[src/rtl/mc_mips_controller.sv]
`default_nettype none
// ============================================================================
// mc_mips_controller : multi-cycle MIPS main control FSM (IF/ID/EX/MEM/WB)
// Rev 1.0
// ============================================================================
module mc_mips_controller (
  input  logic       clk,
  input  logic       rst,
  input  logic [5:0] Opcode,
  input  logic [5:0] Funct,
  input  logic       Zero,
  output logic       PCWrite,
  output logic       PCWriteCond,
  output logic       IorD,
  output logic       MemRead,
  output logic       MemWrite,
  output logic       IRWrite,
  output logic       RegWrite,
  output logic [1:0] RegDst,
  output logic [1:0] MemtoReg,
  output logic       ALUSrcA,
  output logic [1:0] ALUSrcB,
  output logic [1:0] PCSrc,
  output logic [2:0] ALUCtrl,
  output logic       Illegal
);

  localparam logic [5:0] c_OP_RTYPE = 6'b000000;
  localparam logic [5:0] c_OP_LW    = 6'b100011;
  localparam logic [5:0] c_OP_SW    = 6'b101011;
  localparam logic [5:0] c_OP_BEQ   = 6'b000100;
  localparam logic [5:0] c_OP_J     = 6'b000010;
  localparam logic [5:0] c_OP_JAL   = 6'b000011;
  localparam logic [5:0] c_OP_ADDI  = 6'b001000;
  localparam logic [5:0] c_OP_SLTI  = 6'b001010;

  localparam logic [5:0] c_FN_ADD = 6'b100000;
  localparam logic [5:0] c_FN_SUB = 6'b100010;
  localparam logic [5:0] c_FN_AND = 6'b100100;
  localparam logic [5:0] c_FN_OR  = 6'b100101;
  localparam logic [5:0] c_FN_SLT = 6'b101010;
  localparam logic [5:0] c_FN_JR  = 6'b001000;

  localparam logic [2:0] c_ALU_AND = 3'b000;
  localparam logic [2:0] c_ALU_OR  = 3'b001;
  localparam logic [2:0] c_ALU_ADD = 3'b010;
  localparam logic [2:0] c_ALU_SUB = 3'b110;
  localparam logic [2:0] c_ALU_SLT = 3'b111;

  typedef enum logic [3:0] {
    S_IF, S_ID, S_EX_R, S_WB_R, S_MEM_ADDR, S_MEM_RD, S_WB_LW,
    S_MEM_WR, S_BEQ, S_J, S_JAL, S_JR, S_EX_I, S_WB_I
  } state_t;

  state_t     state_q, state_d;
  logic [2:0] alu_op_q, alu_op_d;
  logic       illegal_id;

  // Branch qualification with Zero happens in the datapath.
  logic unused_zero;
  assign unused_zero = Zero;

  always_comb begin
    state_d    = state_q;
    alu_op_d   = alu_op_q;
    illegal_id = 1'b0;
    case (state_q)
      S_IF: state_d = S_ID;
      S_ID: begin
        case (Opcode)
          c_OP_RTYPE: begin
            state_d = S_EX_R;
            case (Funct)
              c_FN_ADD: alu_op_d = c_ALU_ADD;
              c_FN_SUB: alu_op_d = c_ALU_SUB;
              c_FN_AND: alu_op_d = c_ALU_AND;
              c_FN_OR:  alu_op_d = c_ALU_OR;
              c_FN_SLT: alu_op_d = c_ALU_SLT;
              c_FN_JR:  state_d  = S_JR;
              default: begin
                state_d    = S_IF;
                illegal_id = 1'b1;
              end
            endcase
          end
          c_OP_LW, c_OP_SW: state_d = S_MEM_ADDR;
          c_OP_BEQ:  state_d = S_BEQ;
          c_OP_J:    state_d = S_J;
          c_OP_JAL:  state_d = S_JAL;
          c_OP_ADDI: begin
            state_d  = S_EX_I;
            alu_op_d = c_ALU_ADD;
          end
          c_OP_SLTI: begin
            state_d  = S_EX_I;
            alu_op_d = c_ALU_SLT;
          end
          default: begin
            state_d    = S_IF;
            illegal_id = 1'b1;
          end
        endcase
      end
      S_EX_R:     state_d = S_WB_R;
      S_MEM_ADDR: state_d = (Opcode == c_OP_SW) ? S_MEM_WR : S_MEM_RD;
      S_MEM_RD:   state_d = S_WB_LW;
      S_EX_I:     state_d = S_WB_I;
      default:    state_d = S_IF;
    endcase
    if (rst) begin
      state_d  = S_IF;
      alu_op_d = c_ALU_AND;
    end
  end

  always_ff @(posedge clk) begin
    state_q  <= state_d;
    alu_op_q <= alu_op_d;
  end

  always_comb begin
    PCWrite     = 1'b0;
    PCWriteCond = 1'b0;
    IorD        = 1'b0;
    MemRead     = 1'b0;
    MemWrite    = 1'b0;
    IRWrite     = 1'b0;
    RegWrite    = 1'b0;
    RegDst      = 2'b00;
    MemtoReg    = 2'b00;
    ALUSrcA     = 1'b0;
    ALUSrcB     = 2'b00;
    PCSrc       = 2'b00;
    ALUCtrl     = 3'b000;
    Illegal     = 1'b0;
    case (state_q)
      S_IF: begin
        MemRead = 1'b1;
        IRWrite = 1'b1;
        ALUSrcB = 2'b01;
        ALUCtrl = c_ALU_ADD;
        PCWrite = 1'b1;
      end
      S_ID: begin
        ALUSrcB = 2'b11;
        ALUCtrl = c_ALU_ADD;
        Illegal = illegal_id;
      end
      S_EX_R: begin
        ALUSrcA = 1'b1;
        ALUCtrl = alu_op_q;
      end
      S_WB_R: begin
        RegDst   = 2'b01;
        RegWrite = 1'b1;
      end
      S_MEM_ADDR: begin
        ALUSrcA = 1'b1;
        ALUSrcB = 2'b10;
        ALUCtrl = c_ALU_ADD;
      end
      S_MEM_RD: begin
        MemRead = 1'b1;
        IorD    = 1'b1;
      end
      S_WB_LW: begin
        MemtoReg = 2'b01;
        RegWrite = 1'b1;
      end
      S_MEM_WR: begin
        MemWrite = 1'b1;
        IorD     = 1'b1;
      end
      S_BEQ: begin
        ALUSrcA     = 1'b1;
        ALUCtrl     = c_ALU_SUB;
        PCWriteCond = 1'b1;
        PCSrc       = 2'b01;
      end
      S_J: begin
        PCWrite = 1'b1;
        PCSrc   = 2'b10;
      end
      S_JAL: begin
        PCWrite  = 1'b1;
        PCSrc    = 2'b10;
        RegWrite = 1'b1;
        RegDst   = 2'b10;
        MemtoReg = 2'b10;
      end
      S_JR: begin
        PCWrite = 1'b1;
        PCSrc   = 2'b11;
      end
      S_EX_I: begin
        ALUSrcA = 1'b1;
        ALUSrcB = 2'b10;
        ALUCtrl = alu_op_q;
      end
      S_WB_I: RegWrite = 1'b1;
      default: ;
    endcase
    // Reset suppresses every strobe in the same cycle, so no partial write.
    if (rst) begin
      PCWrite     = 1'b0;
      PCWriteCond = 1'b0;
      IorD        = 1'b0;
      MemRead     = 1'b0;
      MemWrite    = 1'b0;
      IRWrite     = 1'b0;
      RegWrite    = 1'b0;
      RegDst      = 2'b00;
      MemtoReg    = 2'b00;
      ALUSrcA     = 1'b0;
      ALUSrcB     = 2'b00;
      PCSrc       = 2'b00;
      ALUCtrl     = 3'b000;
      Illegal     = 1'b0;
    end
  end

endmodule
`default_nettype wire

[config.mk]
export PLATFORM = sky130hd
export DESIGN_NAME = mc_mips_controller
export DESIGN_NICKNAME = d
export VERILOG_FILES = /design/src/rtl/mc_mips_controller.sv
export SDC_FILE = /design/constraint.sdc
export NUM_CORES = 1
export LEC_CHECK = 0
export BUFFER_PORTS_ARGS = -buffer_cell sky130_fd_sc_hd__buf_2
export CORE_MARGIN = 4
export CORE_UTILIZATION = 49
export DETAILED_ROUTE_END_ITERATION = 8
export GPL_TIMING_DRIVEN = 0
export PLACE_DENSITY = 0.86
export SYNTH_ARGS = -nofsm -noshare
export SYNTH_HDL_FRONTEND = slang
export SYNTH_SLANG_ARGS = --single-unit
[constraint.sdc]
create_clock -name clk -period 1.4 [get_ports clk]
set_input_delay 0.21 -clock clk [delete_from_list [all_inputs] [get_ports clk]]
set_output_delay 0.21 -clock clk [all_outputs]
set_load 0.05 [all_outputs]
==> summary.txt, run 1 <==
Hpwl dp - 2.31 mm
Maximum number of pins on one net before global-route repair - 11
Syn avg cell area - 6.90 µm²
Yosys warnings - 0
CTS max path bufs - 2
Post-synthesis register bit count - 7
Unique masters post-synth - 49
Cell accounting for the most synthesized area - dfxtp_1
Clk sinks - 7
Std-Cell Rows - 15
Worst Endpoint after GRT Repair - Illegal
Htree depth - 1
Sequential area share after synthesis - 0.148
Most used flip-flop cell after synthesis - dfxtp_1
Post-synth top cells - nor2_1 (21), nand2_1 (16), a21oi_1 (13)
Worst EP Category - output port
Err - [ERROR DPL-0038] Utilization greater than 100%, impossible to legalize
Die width - 51.9 µm
Post-DP Area - 1310 µm²
Synth area leaders - dfxtp_1 (15%), nor2_1 (8.3%), a21oi_1 (6.9%)
Starting density of the core - 0.530
Placed cells - 192
Mapped Cells - 137
Synth top area share - 0.148
Cts hold-fix bufs - 0
Status - aborted with a tool error
RePlAce Congestion - 0.863
Num CTS Buffers - 3
Height of the die - 51.9 µm
Syn Nets - 152
Root buffer cell - clkbuf_4
Failing step - global routing
Post-Syn Area - 945 µm²
Most frequent cell after synthesis - nor2_1
Port bufs - 30
Async SR Flop Fraction - 0
IO Count - 35
Post-synth EDFFs - 0
-- stage by stage --
step	setup TNS (ns)	setup WS, ns	hold WS (ns)	util
after CTS	-3.57	-0.341	0.206	0.952
after detailed placement	-3.17	-0.497	0.449	0.732
after global placement	-2.80	-0.430	0.447	0.732
after floorplan	-3.00	-0.761	0.413	-
-- what timing repair did --
item / CTS
setup endpoints to repair: 24
resized for setup: 80
setup buffers: 12
pin swaps: 8
hold endpoints to repair: 0
gates cloned: 1
-- cell families after synthesis --
logic type      after synthesis  share of synthesized area
simple gates                 69                      0.415
buf+inv                      16                     0.0874
mux                           2                     0.0265
xor+xnor                      2                     0.0185
compound gates               41                      0.305
flops                         7                      0.148
==> run 2: changes to the inputs <==
- CORE_AREA: not set -> 4 4 65 67
- CORE_MARGIN: 4 -> not set
- CORE_UTILIZATION: 49 -> not set
- DIE_AREA: not set -> 0 0 69 71
- PLACE_DENSITY: 0.86 -> not set
- PLACE_DENSITY_LB_ADDON: not set -> 0.15
==> run 2 against run 1 <==
The flow now finishes, with violations (negative setup slack); synthesized area unchanged; synthesized cell count unchanged.
==> summary.txt, run 2 <==
Remaining Overflow, GRT - 0
Setup crit end kind - output pin
Skew-Pair Late Insertion Delay - 0.23 ns
Ant. Diodes - 0
Syn avg cell area - 6.90 µm² (unchanged)
Vias per std cell - 5.09
Mapped Cells - 137 (unchanged)
DRT iter0 DRCs - 61
Most frequent cells in the layout - buf_6 (24), nor2_1 (13), buf_4 (13), nand2_1 (12), buf_2 (12)
Post-route cell area - 1860 µm²
Root buffer cell - clkbuf_8 (was clkbuf_4)
Die width - 69 µm (was 51.9 µm)
Worst Skew - 0.00146 ns
Most used flip-flop cell after synthesis - dfxtp_1 (unchanged)
Async SR Flop Fraction - 0 (unchanged)
Height of the die - 71 µm (was 51.9 µm)
Post-synth EDFFs - 0 (unchanged)
Worst rel slew slack - 0.759
Synth top area share - 0.148 (unchanged)
TritonCTS clock tree - built
Num CTS Buffers - 3 (unchanged)
Routed wire per std cell - 14.3 µm
Status - finished with violations (was aborted with a tool error)
Top reg by flops - state_q
Violated checks - negative setup slack
Dpl ws - -0.511 ns (was -0.497 ns)
Starting density of the core - 0.260 (was 0.530)
Post-Syn Area - 945 µm² (unchanged)
Fill count - 356
Synth area leaders - dfxtp_1 (15%), nor2_1 (8.3%), a21oi_1 (6.9%) (unchanged)
Initial antenna violation count - 0
Slew @ Worst Pin - 0.358 ns
# setup viols final - 22
Placed cells - 215 (was 192)
Core Area - 3630 µm²
CP Class - register to output pin
Unique masters post-synth - 49 (unchanged)
Max-slew violations - 0
Std-Cell Rows - 22 (was 15)
Largest registers - state_q (4), alu_op_q (3)
Hpwl dp - 2.41 mm (was 2.31 mm)
Worst vdd ir - 0.000471 V
Max-cap violations - 0
Post-synthesis register bit count - 7 (unchanged)
Largest register FFs - 4
Port bufs - 30 (unchanged)
Multi-input logic area - 980 µm²
CP required - 1.19 ns
Post-DP Area - 1330 µm² (was 1310 µm²)
IO Count - 35 (unchanged)
Post-synth top cells - nor2_1 (21), nand2_1 (16), a21oi_1 (13) (unchanged)
Vias - 1211
Most frequent cell after synthesis - nor2_1 (unchanged)
Most common cell after layout, fill and taps aside - buf_6
Vias in the first global route - 1180
CTS max path bufs - 2 (unchanged)
Drt first pass iters - 4
Final min period - 1.69 ns
Syn Nets - 152 (unchanged)
GRT Total Usage - 0.136
Yosys warnings - 0 (unchanged)
Fraction of layout instances using a drive strength above 1 - 0.584
Max FO, Critical Path - 10
ANT nets after route - 0
Startpoint Class - register
Power Total - 0.853 mW
RePlAce Congestion - 0.816 (was 0.863)
Sequential area share after synthesis - 0.148 (unchanged)
Final nets - 206
Htree depth - 1 (unchanged)
DRC - 0
Unrepaired setup endpoints after global routing - true
P&R area growth vs syn - 96.7%
Cell accounting for the most synthesized area - dfxtp_1 (unchanged)
Hold Vio Cnt, Final - 0
Sequential cell area - 149 µm²
Power Density - 459 nW/µm²
Maximum number of pins on one net before global-route repair - 11
Hold Path Class - input pin to register
Routed WL - 3.41 mm
F_max - 591 MHz
Worst endpoint data arrival time - 1.48 ns
Leakage power - 0.777 nW
First-pass GRT wire length - 5.52 mm
Final Non-Filler Cells - 238
Final period utilization - 1.21
Clk sinks - 7 (unchanged)
CTS clk-pin slew, worst paths - 0.04 ns
Sum Neg Setup Slack - -3.70 ns
Full die area - 4900 µm²
Fin worst setup slack - -0.293 ns
-- run 2: per-stage QoR --
step	hold slack (ns)	utilization
after global placement	0.454	0.367
after CTS	0.230	0.489
after floorplan	0.413	-
after detailed placement	0.458	0.367
after global routing	0.253	0.511
final	0.241	0.511
-- run 2: cells by family after synthesis --
group	count (synthesis)	share of synthesized area
and+or+nand+nor	69	0.415
muxes	2	0.0265
DFF	7	0.148
AOI/OAI and AO/OA	41	0.305
buffers and inverters	16	0.0874
xor gates and xnor gates	2	0.0185
-- run 2: critical path, cell delays in order, from the launching register on --
cell and delay, ns:
dfxtp_1 0.36, clkbuf_8 0.19, buf_12 0.15, nand2_2 0.07, a2111oi_4 0.29, buf_6 0.20
-- run 2: per-layer routing --
metal	vias to the layer above	wire length, µm	global-route usage
li1	603	-	-
met1	574	1450	0.159
met2	32	1800	0.257
met3	2	150	0.0270
met4	0	6	0.0217
met5	-	0	0
-- run 2: final cells by class --
type,count,share of cell area
Buffer,10,0.0694
Clock buffer,4,0.0242
Multi-Input combinational cell,114,0.527
Sequential cell,7,0.0801
Timing Repair Buffer,49,0.253
Tap cell,48,0.0323
Inverter,6,0.0141
-- run 2: timing repair --
action                                  4_1_cts  5_1_grt
hold buffers                                  0        0
hold endpoints to repair                      0        0
buffers inserted                             12        4
cloned                                        3        0
resized for setup                            81       12
pin swaps                                     6        8
endpoints found under the setup margin       26       25
-- run 2: worst paths after layout --
check	start	end	slack, ns	cells after the start
setup / recovery	state_q[0]	Illegal	-0.29	5
hold / removal	rst	state_q[3]	0.24	2
setup reg to reg	state_q[1]	state_q[1]	-0.10	8
hold reg to reg	alu_op_q[2]	alu_op_q[2]	0.46	2
-- run 2: power breakdown --
part,total [mW],switching [mW],internal (mW)
Sequential,0.205,0.00423,0.201
Clock,0.283,0.0857,0.197
Combinational,0.365,0.212,0.153
Power figures use the tool's default switching activity.
